--- src/rtl/spi_arb_pkg.sv ---
// Shared types for the quad-SPI flash arbiter.
// FSM states, requester ids and the timeout fill word.
package spi_arb_pkg;

  typedef enum logic [1:0] {
    WAIT_INIT,
    IDLE,
    BUSY,
    RESP
  } state_t;

  localparam logic PORT_I = 1'b0;
  localparam logic PORT_D = 1'b1;

  localparam logic [31:0] TIMEOUT_DATA = 32'hFFFF_FFFF;

endpackage

--- src/rtl/rr_arb2.sv ---
// Two-way round-robin grant: combinational gnt_id from req,
// registered pointer flipped to the other port on accept.
module rr_arb2
  import spi_arb_pkg::*;
(
  input  logic       clk,
  input  logic       reset,
  input  logic [1:0] req,
  input  logic       accept,
  output logic       gnt_id
);

  logic ptr;

  always_comb begin
    gnt_id = PORT_I;
    unique case (1'b1)
      (req == 2'b11): gnt_id = ptr;
      (req == 2'b10): gnt_id = PORT_D;
      default:        gnt_id = PORT_I;
    endcase
  end

  always_ff @(posedge clk) begin
    if (reset) begin
      ptr <= PORT_I;
    end else if (accept) begin
      ptr <= ~gnt_id;
    end
  end

endmodule

--- src/rtl/spi_flash_arbiter.sv ---
// Shares the SPI flash word reader between fetch (i_*) and data (d_*)
// ports; spi_* drive the reader, busy/timeout_err report status.
// Optional last-word cache: define SPI_ARB_LASTWORD_CACHE_EN.
module spi_flash_arbiter
  import spi_arb_pkg::*;
#(
  parameter int TIMEOUT_CYCLES = 256,
  parameter int ADDR_W         = 24
) (
  input  logic              clk,
  input  logic              reset,
  input  logic              i_req,
  input  logic [ADDR_W-1:0] i_addr,
  output logic              i_ack,
  output logic [31:0]       i_data,
  input  logic              d_req,
  input  logic [ADDR_W-1:0] d_addr,
  output logic              d_ack,
  output logic [31:0]       d_data,
  output logic [ADDR_W-1:0] spi_addr,
  output logic              spi_start,
  input  logic [31:0]       spi_instr,
  input  logic              spi_init_done,
  input  logic              spi_recv_done,
  output logic              busy,
  output logic              timeout_err
);

  localparam int CNT_W = $clog2(TIMEOUT_CYCLES) + 1;
  localparam logic [CNT_W-1:0] CNT_LIM =
    CNT_W'(TIMEOUT_CYCLES - 1);
  localparam logic [CNT_W-1:0] CNT_MAX = {CNT_W{1'b1}};

  state_t            state;
  logic              grant_q;
  logic [CNT_W-1:0]  cnt;
  logic [1:0]        req_v;
  logic              arb_take;
  logic              gnt_id;
  logic [ADDR_W-1:0] gnt_addr;
  logic              hit;
  logic [31:0]       hit_word;
  logic              to_hit;
  logic              wr_en;
  logic              wr_port;
  logic [31:0]       wr_val;

  // A port being acked this cycle is not yet a new request.
  assign req_v    = {d_req & ~d_ack, i_req & ~i_ack};
  assign arb_take = (state == IDLE) && (|req_v);
  assign gnt_addr = (gnt_id == PORT_D) ? d_addr : i_addr;
  assign to_hit   = (state == BUSY) && !spi_recv_done &&
                    (cnt >= CNT_LIM);

  rr_arb2 u_arb (
    .clk    (clk),
    .reset  (reset),
    .req    (req_v),
    .accept (arb_take),
    .gnt_id (gnt_id)
  );

`ifdef SPI_ARB_LASTWORD_CACHE_EN
  logic [ADDR_W-1:0] c_tag;
  logic [31:0]       c_word;
  logic              c_valid;

  assign hit      = c_valid && (c_tag == gnt_addr);
  assign hit_word = c_word;

  always_ff @(posedge clk) begin
    if (reset) begin
      c_valid <= 1'b0;
      c_tag   <= '0;
      c_word  <= '0;
    end else if (state == BUSY) begin
      if (spi_recv_done) begin
        c_valid <= 1'b1;
        c_tag   <= spi_addr;
        c_word  <= spi_instr;
      end else if (to_hit) begin
        c_valid <= 1'b0;
      end
    end
  end
`else
  assign hit      = 1'b0;
  assign hit_word = '0;
`endif

  always_comb begin
    wr_en   = 1'b0;
    wr_val  = spi_instr;
    wr_port = grant_q;
    unique case (state)
      IDLE: begin
        wr_port = gnt_id;
        if (arb_take && hit) begin
          wr_en  = 1'b1;
          wr_val = hit_word;
        end
      end
      BUSY: begin
        if (spi_recv_done) begin
          wr_en = 1'b1;
        end else if (to_hit) begin
          wr_en  = 1'b1;
          wr_val = TIMEOUT_DATA;
        end
      end
      default: ;
    endcase
  end

  always_ff @(posedge clk) begin
    if (reset) begin
      i_data <= '0;
      d_data <= '0;
    end else if (wr_en) begin
      if (wr_port == PORT_D) d_data <= wr_val;
      else                   i_data <= wr_val;
    end
  end

  always_ff @(posedge clk) begin
    if (reset) begin
      state       <= WAIT_INIT;
      grant_q     <= PORT_I;
      cnt         <= '0;
      spi_addr    <= '0;
      spi_start   <= 1'b0;
      i_ack       <= 1'b0;
      d_ack       <= 1'b0;
      busy        <= 1'b0;
      timeout_err <= 1'b0;
    end else begin
      i_ack <= 1'b0;
      d_ack <= 1'b0;
      unique case (state)
        WAIT_INIT: begin
          if (spi_init_done) state <= IDLE;
        end
        IDLE: begin
          if (arb_take) begin
            grant_q <= gnt_id;
            busy    <= 1'b1;
            cnt     <= '0;
            if (hit) begin
              state <= RESP;
            end else begin
              state     <= BUSY;
              spi_addr  <= gnt_addr;
              spi_start <= 1'b1;
            end
          end
        end
        BUSY: begin
          if (spi_recv_done) begin
            spi_start <= 1'b0;
            state     <= RESP;
          end else if (to_hit) begin
            // Abort: ack with the fill word straight from BUSY.
            timeout_err <= 1'b1;
            spi_start   <= 1'b0;
            busy        <= 1'b0;
            state       <= IDLE;
            if (grant_q == PORT_D) d_ack <= 1'b1;
            else                   i_ack <= 1'b1;
          end else if (cnt != CNT_MAX) begin
            cnt <= cnt + 1'b1;
          end
        end
        RESP: begin
          busy  <= 1'b0;
          state <= IDLE;
          if (grant_q == PORT_D) d_ack <= 1'b1;
          else                   i_ack <= 1'b1;
        end
        default: state <= WAIT_INIT;
      endcase
    end
  end

endmodule

--- config.mk ---
export PLATFORM = sky130hd
export DESIGN_NAME = spi_flash_arbiter
export DESIGN_NICKNAME = d
export VERILOG_FILES = /design/src/rtl/spi_arb_pkg.sv /design/src/rtl/rr_arb2.sv /design/src/rtl/spi_flash_arbiter.sv
export SDC_FILE = /design/constraint.sdc
export NUM_CORES = 1
export LEC_CHECK = 0
export CAP_MARGIN = 20
export CORE_UTILIZATION = 47
export DETAILED_ROUTE_END_ITERATION = 8
export PLACE_DENSITY = 0.85
export SETUP_SLACK_MARGIN = 0.1
export SYNTH_ARGS = -nofsm -noshare
export SYNTH_HDL_FRONTEND = slang
export SYNTH_SLANG_ARGS = --single-unit
--- constraint.sdc ---
create_clock -name clk -period 5.7 [get_ports clk]
set_input_delay 1.14 -clock clk [delete_from_list [all_inputs] [get_ports clk]]
set_output_delay 1.14 -clock clk [all_outputs]
set_load 0.005 [all_outputs]
== Word-level counts from Yosys, hierarchy flattened ==
Index checks and enable logic that the tools add are counted.
W data, S select, Z words.

* Register bits: 106
* Output and inout port bits: 93
* Bits of input ports: 86
* Logic and storage cells: 83

* Bitwise gates (word level): 7
* Mux-type cells: 33
* Reductions and logical operators: 16
* $add $sub $neg: 1
* Equal/unequal tests: 13
* $lt $le $gt $ge: 1

{| class="wikitable"
|+ Operators by type and width
! operator !! number
|-
| $mux W32 || 3
|-
| $mux W9 || 4
|-
| $mux W24 || 1
|-
| $pmux W9 S2 || 1
|-
| $mux W1 || 14
|-
| $ne A2 B2 Y1 const B || 5
|-
| $add A9 B1 Y9 const B || 1
|-
| $ge A9 B8 Y1 const B || 1
|-
| $ne A9 B9 Y1 const B || 1
|-
| $reduce_and A3 Y1 || 3
|-
| $eq A2 B2 Y1 const B || 4
|-
| $mux W2 || 4
|-
| $pmux W1 S2 || 4
|-
| $pmux W2 S4 || 1
|-
| $reduce_and A2 Y1 || 3
|-
| $not A1 Y1 || 5
|-
| $reduce_and A5 Y1 || 1
|-
| $reduce_and A4 Y1 || 1
|-
| $logic_and A1 B1 Y1 || 3
|-
| $ne A3 B3 Y1 const B || 1
|-
| $pmux W1 S3 || 1
|-
| $reduce_bool A3 Y1 || 1
|-
| $and A1 B1 Y1 || 2
|-
| $eq A2 B1 Y1 const B || 1
|-
| 5 further kinds || 5
|}

== Logic depth before layout (Yosys ltp) ==
Gate-level depths: netlist of the first run.

* Depth in word-level cells: 7
* Mapped depth: 10
* Mapped depth without buffers: 8

== Cells and area by module ==
A second synthesis of the first run with hierarchy kept.

* Cell total of the unflattened synthesis: 506
* Area, all modules: 4275.4 um^2

{| class="wikitable"
|+ Modules (own cells, without submodules)
! module !! area each (um^2) !! cells each !! instances !! sequential area each (um^2)
|-
| spi_flash_arbiter || 4215.3 || 501 || 1 || 2102.0
|-
| rr_arb2 || 60.1 || 5 || 1 || 20.0
|}

== Worst setup path before layout of the first run ==
No wires, ideal clock.

* Path kind: input -> register
* From: in i_req
* To: reg d_data[23]
* Cell stages on the path: 8
* Path buffers: 3
* Arrival time: 2.275 ns
* Data required time: 5.566 ns
* Path slack: 3.290 ns
* Setup time: 0.134 ns
* Cells stage by stage: nand2b_4 -> o21ba_2 -> buf_4 -> mux2_2 -> buf_2 -> buf_2 -> a21oi_1 -> a211oi_1

* Cells in the longest elaborated chain, start to end: 5
* Elaborated cells between the ends (all ways): 6
* Classes of those cells: eq/ne: 2; mux: 2; bitwise: 1; reduce/logical: 1

{| class="wikitable"
|+ Ends and longest elaborated chain
! item !! RTL line !! text
|-
| start, declared || spi_flash_arbiter.sv:12 || <nowiki>input logic i_req,</nowiki>
|-
| $and A1 B1 Y1 * || spi_flash_arbiter.sv:49 || <nowiki>assign req_v = {d_req & ~d_ack, i_req & ~i_ack};</nowiki>
|-
| $eq A2 B2 Y1, on equally long branches || rr_arb2.sv:19, rr_arb2.sv:18 ||
|-
| $pmux W1 S2 * || rr_arb2.sv:17 || <nowiki>unique case (1'b1)</nowiki>
|-
| $mux W1 * || spi_flash_arbiter.sv:95 || <nowiki>unique case (state)</nowiki>
|-
| $reduce_and A2 Y1 (no source line) * || -- ||
|-
| end signal, assigned || spi_flash_arbiter.sv:120 || <nowiki>if (wr_port == PORT_D) d_data <= wr_val;</nowiki>
|-
| end, declared || spi_flash_arbiter.sv:19 || <nowiki>output logic [31:0] d_data,</nowiki>
|}

Mark *: on every way between the ends. The rest lies on a longest branch, timed or not.
A chain may end at the register's enable or synchronous reset.

== Final worst setup path of the first run ==
* From: in d_req
* To: reg d_data[6]

* Cells in the longest elaborated chain, start to end: 5
* Elaborated cells between the ends (all ways): 6
* Classes of those cells: eq/ne: 2; mux: 2; bitwise: 1; reduce/logical: 1

{| class="wikitable"
|+ Ends and longest elaborated chain
! item !! RTL line !! text
|-
| start, declared || spi_flash_arbiter.sv:16 || <nowiki>input logic d_req,</nowiki>
|-
| $and A1 B1 Y1 * || spi_flash_arbiter.sv:49 ||
|-
| $eq A2 B2 Y1, on equally long branches || rr_arb2.sv:19, rr_arb2.sv:18 ||
|-
| $pmux W1 S2 * || rr_arb2.sv:17 ||
|-
| $mux W1 * || spi_flash_arbiter.sv:95 ||
|-
| $reduce_and A2 Y1 (no source line) * || -- ||
|}

Marked as above.

==> results.py, run 1 <==
metrics = {
    "power_and_ir_drop": {
        "pwr-share-seq": 0.513,
        "netSwitchingFraction": 0.2863,
        "clockPowerShare": 0.286,
        "p_leak_nw": 2.140,
        "switchingPower_uw": 441.8,
        "combPwrFrac": 0.200,
        "p_int_mw": 1.101,
        "ir_drop_mv": 0.1268,
        "power_per_cell_area_nw_per_um2": 240.5,
    },
    "setup_path": {
        "cpPeakStageDelay_ns": 0.83,
        "endpoint_kind": "register",
        "crit_required_ns": 5.98,
        "critPathKind": "in -> reg",
        "critPathLaunchType": "primary input",
        "crit_chain": "clkdlybuf4s50_1 > nand2b_4 > o21ba_2 > mux2_2 > buf_16 > a21oi_1 > a211oi_1",
        "arrival_ns": 3.87,
        "cp_max_fo": 36,
        "reg2reg_from": "i_ack$_SDFF_PP0_",
        "cp-startpoint": "d_req",
        "cp_slowest_cell": "o21ba_2",
    },
    "grt": {
        "grt_pass1_vias": 3967,
        "gr-usage-all-layers": 0.2366,
        "grt_max_degree": 106,
        "grt_pass1_wl_mm": 19.04,
        "antenna_found_initial": 0,
        "grt_overflow_total": 0,
    },
    "synthesis": {
        "yosys-top-cells-count": "106 x dfxtp_1, 88 x a211oi_1, 74 x a21oi_1, 66 x nor2_1, 26 x mux2i_1",
        "synthAdderAreaFrac": 0.02539,
        "synth_most_common_cell": "dfxtp_1",
        "synth-edff-count": 0,
        "synth.distinct_cells": 39,
        "synth_top_cell_by_area": "dfxtp_1",
        "netlist_area_sq_um": 4436,
        "synth-seq-cells": 106,
        "synth_xor_area_frac": 0,
        "synthFlopType": "dfxtp_1",
        "synth_compound_area_frac": 0.2702,
        "synthTopCellsByArea": "dfxtp_1 48%, a211oi_1 15%, a21oi_1 8.3%",
        "yosys.area_share.simple": 0.1072,
        "seq_area_frac_synth": 0.4784,
        "postSynthCellCount": 481,
        "syn_avg_cell_area_sq_um": 9.221,
        "yosys_warnings": 0,
        "synth_top_family_by_area": "compound AO/OA/AOI/OAI gates",
        "synth.net_count": 576,
        "async_flop_share": 0,
        "synth_mux_area_frac": 0.06121,
        "synth_top_area_share": 0.4784,
    },
    "die": {
        "io_pins": 179,
        "start_util": 0.4823,
        "rows": 35,
        "die_x_microns": 99.15,
        "core_area_sq_um": 9196,
        "die_h_microns": 99.15,
        "die_area_sq_um": 9830,
    },
    "clock_tree": {
        "root_buffer": "clkbuf_8",
        "cts_hold_buf": 0,
        "clk_path_buf_depth": 2,
        "post_cts_buffers": 0,
        "cts_buffers": 9,
        "htree_levels": 3,
        "cts.sinks": 106,
        "worst_skew_pair.late_latency_ns": 0.37,
        "clk_pin_slew_worst_paths_ns": 0.12,
        "post_cts_resized": 0,
        "cts_tree": "done",
    },
    "detailed_routing": {
        "postRouteAntennaNets": 0,
        "drt_pass1_iterations": 4,
        "maxUsedRoutingLayer": "met4",
        "wl_met2_mm": 5.974,
        "wirelength_mm": 11.69,
        "drc": 0,
        "wire_per_inst_microns": 15.70,
        "vias_per_cell": 5.589,
        "via_count": 4164,
        "wl_met1_mm": 4.828,
        "initialDrtViolationCount": 179,
        "dr_wl_met3_microns": 587,
    },
    "timing": {
        "relSlewSlack": 0.3056,
        "hold_viol": 0,
        "finalSetupTns_ns": 0,
        "finalCritPeriodShare": 0.6291,
        "worst_pin_slew_ns": 1.042,
        "final_max_slew_viol_count": 0,
        "period_minus_slack_ns": 3.586,
        "rsz0062_at_grt": "no",
        "setup_viol": 0,
        "skew_ns": 0.01538,
        "holdWs_ns": 0.4886,
        "max_freq_mhz": 278.9,
    },
    "place": {
        "dpl.hpwl_mm": 8.029,
        "portBuffers": 178,
        "gp_congestion": 0.7966,
    },
    "finish": {
        "antenna_cells": 0,
        "syn_to_final_growth_pct": 44.68,
        "drive_above_1_share": 0.05994,
        "layout.nets": 724,
    },
    "worst_hold_path": {
        "min-delay-start": "timeout_err$_SDFFE_PP0P_",
        "hold_class": "reg -> reg",
    },
    "job": {
        "cap_violations": 0,
    },
    "status": {
        "status": "finished clean",
    },
}
-- state kept, by name, summed over array words and instances, names as in the netlist --
register,flops
spi_addr,24
busy,1
d_ack,1
timeout_err,1
grant_q,1
spi_start,1
state,2
i_ack,1
i_data,32
d_data,32
u_arb.ptr,1
cnt,9
-- final cells by class --
type                            instances  area (sq um)
Tap cell                              111         138.9
Multi-Input combinational cell        321          2090
Clock buffer                            9         123.9
Timing Repair Buffer                  182          1849
Fill cell                             722          2779
Sequential cell                       106          2122
Inverter                                9         33.78
Clock inverter                          7         60.06
-- cells in the final DEF, fill, tap and decap left out, types with 2 or more instances in the layout --
cell type        count
inv_8                2
inv_1                9
dfxtp_1            106
inv_6                2
o31ai_1              2
or3_2                2
or4_1                3
a211oi_1            88
buf_4                3
nand3_1              5
o21ai_0              7
o211ai_1             2
a21oi_1             74
buf_16               2
nand2b_4             2
mux2i_1             25
or2_2                3
ha_1                 9
clkbuf_8             9
nand3b_1             3
clkinvlp_4           2
clkdlybuf4s50_1    177
nor2_1              65
nand2_1             10
and4_4               2
nor3_1               2
-- final timing paths --
kind | to | slack, ns | depth (start not counted)
worst max-delay path | d_data[6]$_SDFFE_PP0P_ | 2.11 | 7
worst min-delay path | timeout_err$_SDFFE_PP0P_ | 0.49 | 2
worst max register to register | i_data[2]$_SDFFE_PP0P_ | 2.99 | 6
worst min register to register | timeout_err$_SDFFE_PP0P_ | 0.49 | 2
-- logic make-up (layout without fill, tap and decap cells) --
kind of cell / after synthesis / in the layout
fa+ha+maj: 9 / 9
buf+inv: 54 / 207
mux: 27 / 27
flops: 106 / 106
simple gates: 102 / 102
compound gates: 183 / 183
-- layer usage --
layer / GRT usage / up-vias
li1: - / 2059
met1: 0.2903 / 1939
met2: 0.4083 / 142
met3: 0.04568 / 24
met4: 0.09842 / 0
met5: 0 / -
-- per-stage QoR --
step,utilization,std cells,cell area [sq um],power (mW),setup WS (ns)
2_1_floorplan,-,481,4436,0.9681,3.290
3_3_place_gp,0.6718,727,6178,1.102,1.626
3_5_place_dp,0.6748,728,6206,1.111,1.512
4_1_cts,0.6948,744,6390,1.545,1.913
5_1_grt,0.6978,745,6417,1.609,1.906
6_report,0.6978,745,6417,1.543,2.114
-- power by group through the flow --
stage                     clock network, mW  registers, mW  logic, mW
final                                 0.442          0.792      0.309
after global routing                  0.476          0.797      0.336
after CTS                             0.449          0.792      0.304
after detailed placement                  0          0.809      0.302
after global placement                    0          0.807      0.294
after floorplan                           0          0.810      0.158
-- critical path, delay by kind of cell --
kind	cells	cell delay [ns]
AOI/OAI and AO/OA	3	1.16
buffers and inverters	2	0.76
muxes	1	0.72
and+or+nand+nor	1	0.08
Power figures use the tool's default switching activity.
==> run 2, diff against run 1 <==
CORE_UTILIZATION = 43   (was 47)
PLACE_DENSITY = 0.79   (was 0.85)
clock period = 3.4 ns   (was 5.7 ns; I/O delays follow)
==> run 2 against run 1 <==
  * Critical path type is now reg -> reg
  * Non-clock buffer count grew 2
  * Largest cell class unchanged
  * Critical path depth grew 2
  * Critical endpoint is now i_data[3]$_SDFFE_PP0P_
  * Final cell count grew 3.2%
  * Cell area grew 0.84%
  * Hold slack gained 0.0039 ns
==> results.py, run 2 (synthesized netlist as in run 1, its figures left out) <==
metrics = {
    "timing": {
        "skew_ns": 0.01981,
        "worst_pin_slew_ns": 1.052,
        "finalCritPeriodShare": 0.7321,
        "holdWs_ns": 0.4925,
        "finalSetupTns_ns": 0,
        "rsz0062_at_grt": "no",
        "hold_viol": 0,
        "max_freq_mhz": 401.8,
        "period_minus_slack_ns": 2.489,
        "final_max_slew_viol_count": 0,
        "setup_viol": 0,
        "relSlewSlack": 0.2984,
    },
    "setup_path": {
        "cp_max_fo": 64,
        "critPathLaunchType": "register",
        "critPathKind": "reg -> reg",
        "crit_required_ns": 3.69,
        "endpoint_kind": "register",
        "arrival_ns": 2.78,
    },
    "clock_tree": {
        "post_cts_resized": 0,
        "cts_tree": "done",
        "root_buffer": "clkbuf_8",
        "cts_hold_buf": 0,
        "worst_skew_pair.late_latency_ns": 0.38,
        "cts_buffers": 9,
        "clk_pin_slew_worst_paths_ns": 0.13,
        "htree_levels": 3,
        "post_cts_buffers": 0,
        "cts.sinks": 106,
        "clk_path_buf_depth": 2,
    },
    "place": {
        "dpl.hpwl_mm": 7.957,
        "dp_cells": 753,
        "portBuffers": 178,
        "gp_congestion": 0.7849,
    },
    "grt": {
        "gr-usage-all-layers": 0.2144,
        "grt_pass1_wl_mm": 19.02,
        "grt_max_degree": 106,
        "antenna_found_initial": 0,
        "grt_pass1_vias": 3961,
        "grt_overflow_total": 0,
    },
    "detailed_routing": {
        "drc": 0,
        "drt_pass1_iterations": 4,
        "wire_per_inst_microns": 15.21,
        "wirelength_mm": 11.70,
        "postRouteAntennaNets": 0,
        "via_count": 4100,
        "vias_per_cell": 5.332,
        "initialDrtViolationCount": 167,
    },
    "finish": {
        "layout.nets": 726,
        "drive_above_1_share": 0.06289,
        "num-fill-cells": 807,
        "reg_top3": "d_data: 32 flops, i_data: 32 flops, spi_addr: 24 flops",
        "syn_to_final_growth_pct": 45.90,
        "antenna_cells": 0,
        "instances_no_fill": 769,
        "layout_commonest_cell": "clkdlybuf4s50_1",
        "final_cell_mix": "177 x clkdlybuf4s50_1, 106 x dfxtp_1, 88 x a211oi_1",
    },
    "power_and_ir_drop": {
        "power_per_cell_area_nw_per_um2": 406.6,
        "fin_total_pwr_mw": 2.631,
        "netSwitchingFraction": 0.2917,
        "p_int_mw": 1.863,
        "switchingPower_uw": 767.5,
        "p_leak_nw": 2.158,
        "combPwrFrac": 0.198,
        "clockPowerShare": 0.297,
        "ir_drop_mv": 0.2216,
        "pwr-share-seq": 0.505,
    },
    "job": {
        "cap_violations": 0,
    },
    "die": {
        "die_area_sq_um": 10730,
        "start_util": 0.4496,
        "die_h_microns": 103.6,
        "die_x_microns": 103.6,
        "core_area_sq_um": 9864,
        "rows": 36,
        "io_pins": 179,
    },
    "status": {
        "status": "finished clean",
    },
    "worst_hold_path": {
        "hold_class": "reg -> reg",
    },
}
[run 2: critical path, cell delays in order (launching register included)]
cell and delay [ns]:
dfxtp_1 0.43, and4_4 0.29, nand2_1 0.07, nor2_1 0.16, ha_1 0.24, a211oi_4 0.08, a21boi_4 0.15, buf_4 0.52
a21oi_1 0.17, a211oi_1 0.27
[run 2: worst paths after layout]
kind / start / endpoint / slack (ns) / cells past startpoint
worst max-delay path: cnt[2]$_SDFFE_PP0P_ / i_data[3]$_SDFFE_PP0P_ / 0.91 / 9
worst min-delay path: timeout_err$_SDFFE_PP0P_ / timeout_err$_SDFFE_PP0P_ / 0.49 / 2
worst max register to register: cnt[2]$_SDFFE_PP0P_ / i_data[3]$_SDFFE_PP0P_ / 0.91 / 9
worst min register to register: timeout_err$_SDFFE_PP0P_ / timeout_err$_SDFFE_PP0P_ / 0.49 / 2
[run 2: through the flow]
stage               cell area (sq um)  setup WS (ns)    util
floorplan                        4436          1.427       -
global placement                 6261         0.9243  0.6347
detailed placement               6261         0.8327  0.6347
CTS                              6471         0.9033  0.6560
global route                     6471         0.7063  0.6560
finish                           6471         0.9110  0.6560
[run 2: metal layers]
layer / vias to the layer above / share of wire / wire length (microns) / global-route usage
met5: - / 0 / 0 / 0
met4: 0 / 0.029 / 335 / 0.08903
met3: 26 / 0.044 / 511 / 0.04594
met2: 130 / 0.50 / 5797 / 0.3744
met1: 1888 / 0.43 / 5050 / 0.2541
li1: 2056 / - / - / -
[run 2: layout make-up]
class	count	area (sq um)	share of cell area
clock buffers	9	123.9	0.01914
inverters	9	33.78	0.005220
clock inverters	7	86.33	0.01334
well taps	133	166.4	0.02572
repair buffers	184	1849	0.2858
flip-flops and latches	106	2122	0.3279
multi-input cells	321	2090	0.3229
[run 2: power groups by stage]
stage / clock network (mW) / logic [mW] / registers [mW]
4_1_cts: 0.804 / 0.521 / 1.33
5_1_grt: 0.853 / 0.561 / 1.34
2_1_floorplan: 0 / 0.266 / 1.36
3_5_place_dp: 0 / 0.519 / 1.36
6_report: 0.782 / 0.520 / 1.33
3_3_place_gp: 0 / 0.509 / 1.35
==> run 3, diff against run 2 <==
clock period = 2.29 ns   (was 3.4 ns; I/O delays follow)
==> run 3 against run 2 <==
  * Clock skew rose by 0.00050 ns
  * Critical path depth up 2
  * Sequential share of layout area decreased by 1.5 points
  * Highest routed layer unchanged
  * Count of clock-buffer cells in the layout up 2
  * Via count increased by 4.0%
==> results.py, run 3 (synthesized netlist as in run 1, its figures left out) <==
metrics = {
    "grt": {
        "grt_pass1_wl_mm": 20.07,
        "antenna_found_initial": 0,
        "grt_max_degree": 65,
        "gr-usage-all-layers": 0.2268,
        "grt_pass1_vias": 4121,
        "grt_overflow_total": 0,
    },
    "finish": {
        "drive_above_1_share": 0.1185,
        "regArea_sq_um": 2131,
        "num-fill-cells": 780,
        "multi_input_area_sq_um": 2152,
        "antenna_cells": 0,
        "reg_top3": "d_data: 32 flops, i_data: 32 flops, spi_addr: 24 flops",
        "final_cell_mix": "177 x clkdlybuf4s50_1, 101 x dfxtp_1, 82 x a211oi_1",
        "fin_util": 0.6909,
        "layout.nets": 748,
        "syn_to_final_growth_pct": 53.65,
        "layout_commonest_cell": "clkdlybuf4s50_1",
    },
    "setup_path": {
        "critPathKind": "reg -> reg",
        "cp_slowest_cell": "dfxtp_2",
        "endpoint_kind": "register",
        "cpPeakStageDelay_ns": 0.35,
        "cp-startpoint": "cnt[2]$_SDFFE_PP0P_",
        "cp_max_fo": 16,
        "crit_required_ns": 2.56,
        "critPathLaunchType": "register",
        "crit_chain": "and4_4 > nand2_2 > nor2_2 > ha_2 > a211oi_4 > buf_12 > a21boi_4 > buf_12 > buf_6 > a21oi_1 > a211oi_1",
        "arrival_ns": 2.47,
        "cpMostUsedCell": "buf_12",
        "reg2reg_from": "cnt[2]$_SDFFE_PP0P_",
    },
    "timing": {
        "setup_viol": 0,
        "worst_pin_slew_ns": 0.6861,
        "final_max_slew_viol_count": 0,
        "holdWs_ns": 0.4954,
        "period_minus_slack_ns": 2.202,
        "rsz0062_at_grt": "yes",
        "hold_viol": 0,
        "skew_ns": 0.02031,
        "max_freq_mhz": 454.1,
        "finalCritPeriodShare": 0.9616,
        "relSlewSlack": 0.5426,
        "worst_slack_ns": 0.08800,
        "finalSetupTns_ns": 0,
    },
    "place": {
        "dp_slack_ns": 0.02945,
        "gp_congestion": 0.7846,
        "dpl.hpwl_mm": 8.562,
        "portBuffers": 178,
    },
    "detailed_routing": {
        "drt_pass1_iterations": 5,
        "initialDrtViolationCount": 156,
        "drc": 0,
        "wirelength_mm": 12.94,
        "via_count": 4263,
        "wire_per_inst_microns": 16.35,
        "postRouteAntennaNets": 0,
        "vias_per_cell": 5.389,
    },
    "clock_tree": {
        "root_buffer": "clkbuf_8",
        "clk_pin_slew_worst_paths_ns": 0.11,
        "cts_tree": "done",
        "htree_levels": 3,
        "clk_path_buf_depth": 2,
        "worst_skew_pair.late_latency_ns": 0.37,
        "cts_buffers": 9,
        "cts.sinks": 106,
    },
    "die": {
        "io_pins": 179,
        "start_util": 0.4496,
        "rows": 36,
        "die_h_microns": 103.6,
        "core_area_sq_um": 9864,
        "die_x_microns": 103.6,
        "die_area_sq_um": 10730,
    },
    "worst_hold_path": {
        "hold_class": "reg -> reg",
        "min-delay-start": "timeout_err$_SDFFE_PP0P_",
    },
    "power_and_ir_drop": {
        "power_per_cell_area_nw_per_um2": 578.7,
        "ir_drop_mv": 0.3825,
        "p_leak_nw": 2.311,
    },
    "job": {
        "cap_violations": 0,
    },
    "status": {
        "status": "finished clean",
    },
}
run 3: changes by cell type in the layout (fill, tap and decap cells not counted), sizes merged:
cell,delta
clkbuf,+4
buf,+20
clkinv,-2
run 3: area by class of cell:
type                            count  share of cell area
Clock buffer                       11             0.02075
Clock inverter                      5            0.006793
Inverter                            9            0.004957
Multi-Input combinational cell    321              0.3158
Sequential cell                   106              0.3126
Tap cell                          133             0.02442
Timing Repair Buffer              206              0.3147
run 3: report_power, final:
group          internal (mW)  switching (mW)  total (mW)
sequential              1.92          0.0471        1.97
combinational          0.468           0.402       0.870
clock                  0.444           0.660        1.10
run 3: per-layer routing:
layer	GRT usage	vias up	wire [microns]
met5	0	-	0
met4	0.09006	0	310
met3	0.04468	25	553
met2	0.3917	118	6642
met1	0.2765	2020	5429
li1	-	2100	-
run 3: critical path, delay by kind of cell (launching register included):
family / cells / cell delay [ns]
DFF: 1 / 0.35
buffers and inverters: 3 / 0.47
and+or+nand+nor: 3 / 0.51
AOI/OAI and AO/OA: 4 / 0.53
adders and majority gates: 1 / 0.23
run 3: worst paths after layout:
kind | end | slack [ns] | cells past startpoint
setup reg to reg | i_data[18]$_SDFFE_PP0P_ | 0.09 | 11
hold / removal | timeout_err$_SDFFE_PP0P_ | 0.50 | 2
setup / recovery | i_data[18]$_SDFFE_PP0P_ | 0.09 | 11
hold reg to reg | timeout_err$_SDFFE_PP0P_ | 0.50 | 2
run 3: stage by stage:
step,area [sq um],std cells,power [mW]
finish,6815,791,3.944
global route,6815,791,4.120
CTS,6620,782,3.938
detailed placement,6406,764,2.839
global placement,6406,764,2.819
floorplan,4436,481,2.410
run 3: repair_timing:
action | in CTS | in global routing
pin swaps | 2 | 7
gates cloned | 0 | 3
resized for setup | 1 | 21
endpoints found under the setup margin | 3 | 71
hold buffers | 0 | 0
setup buffers | 2 | 6
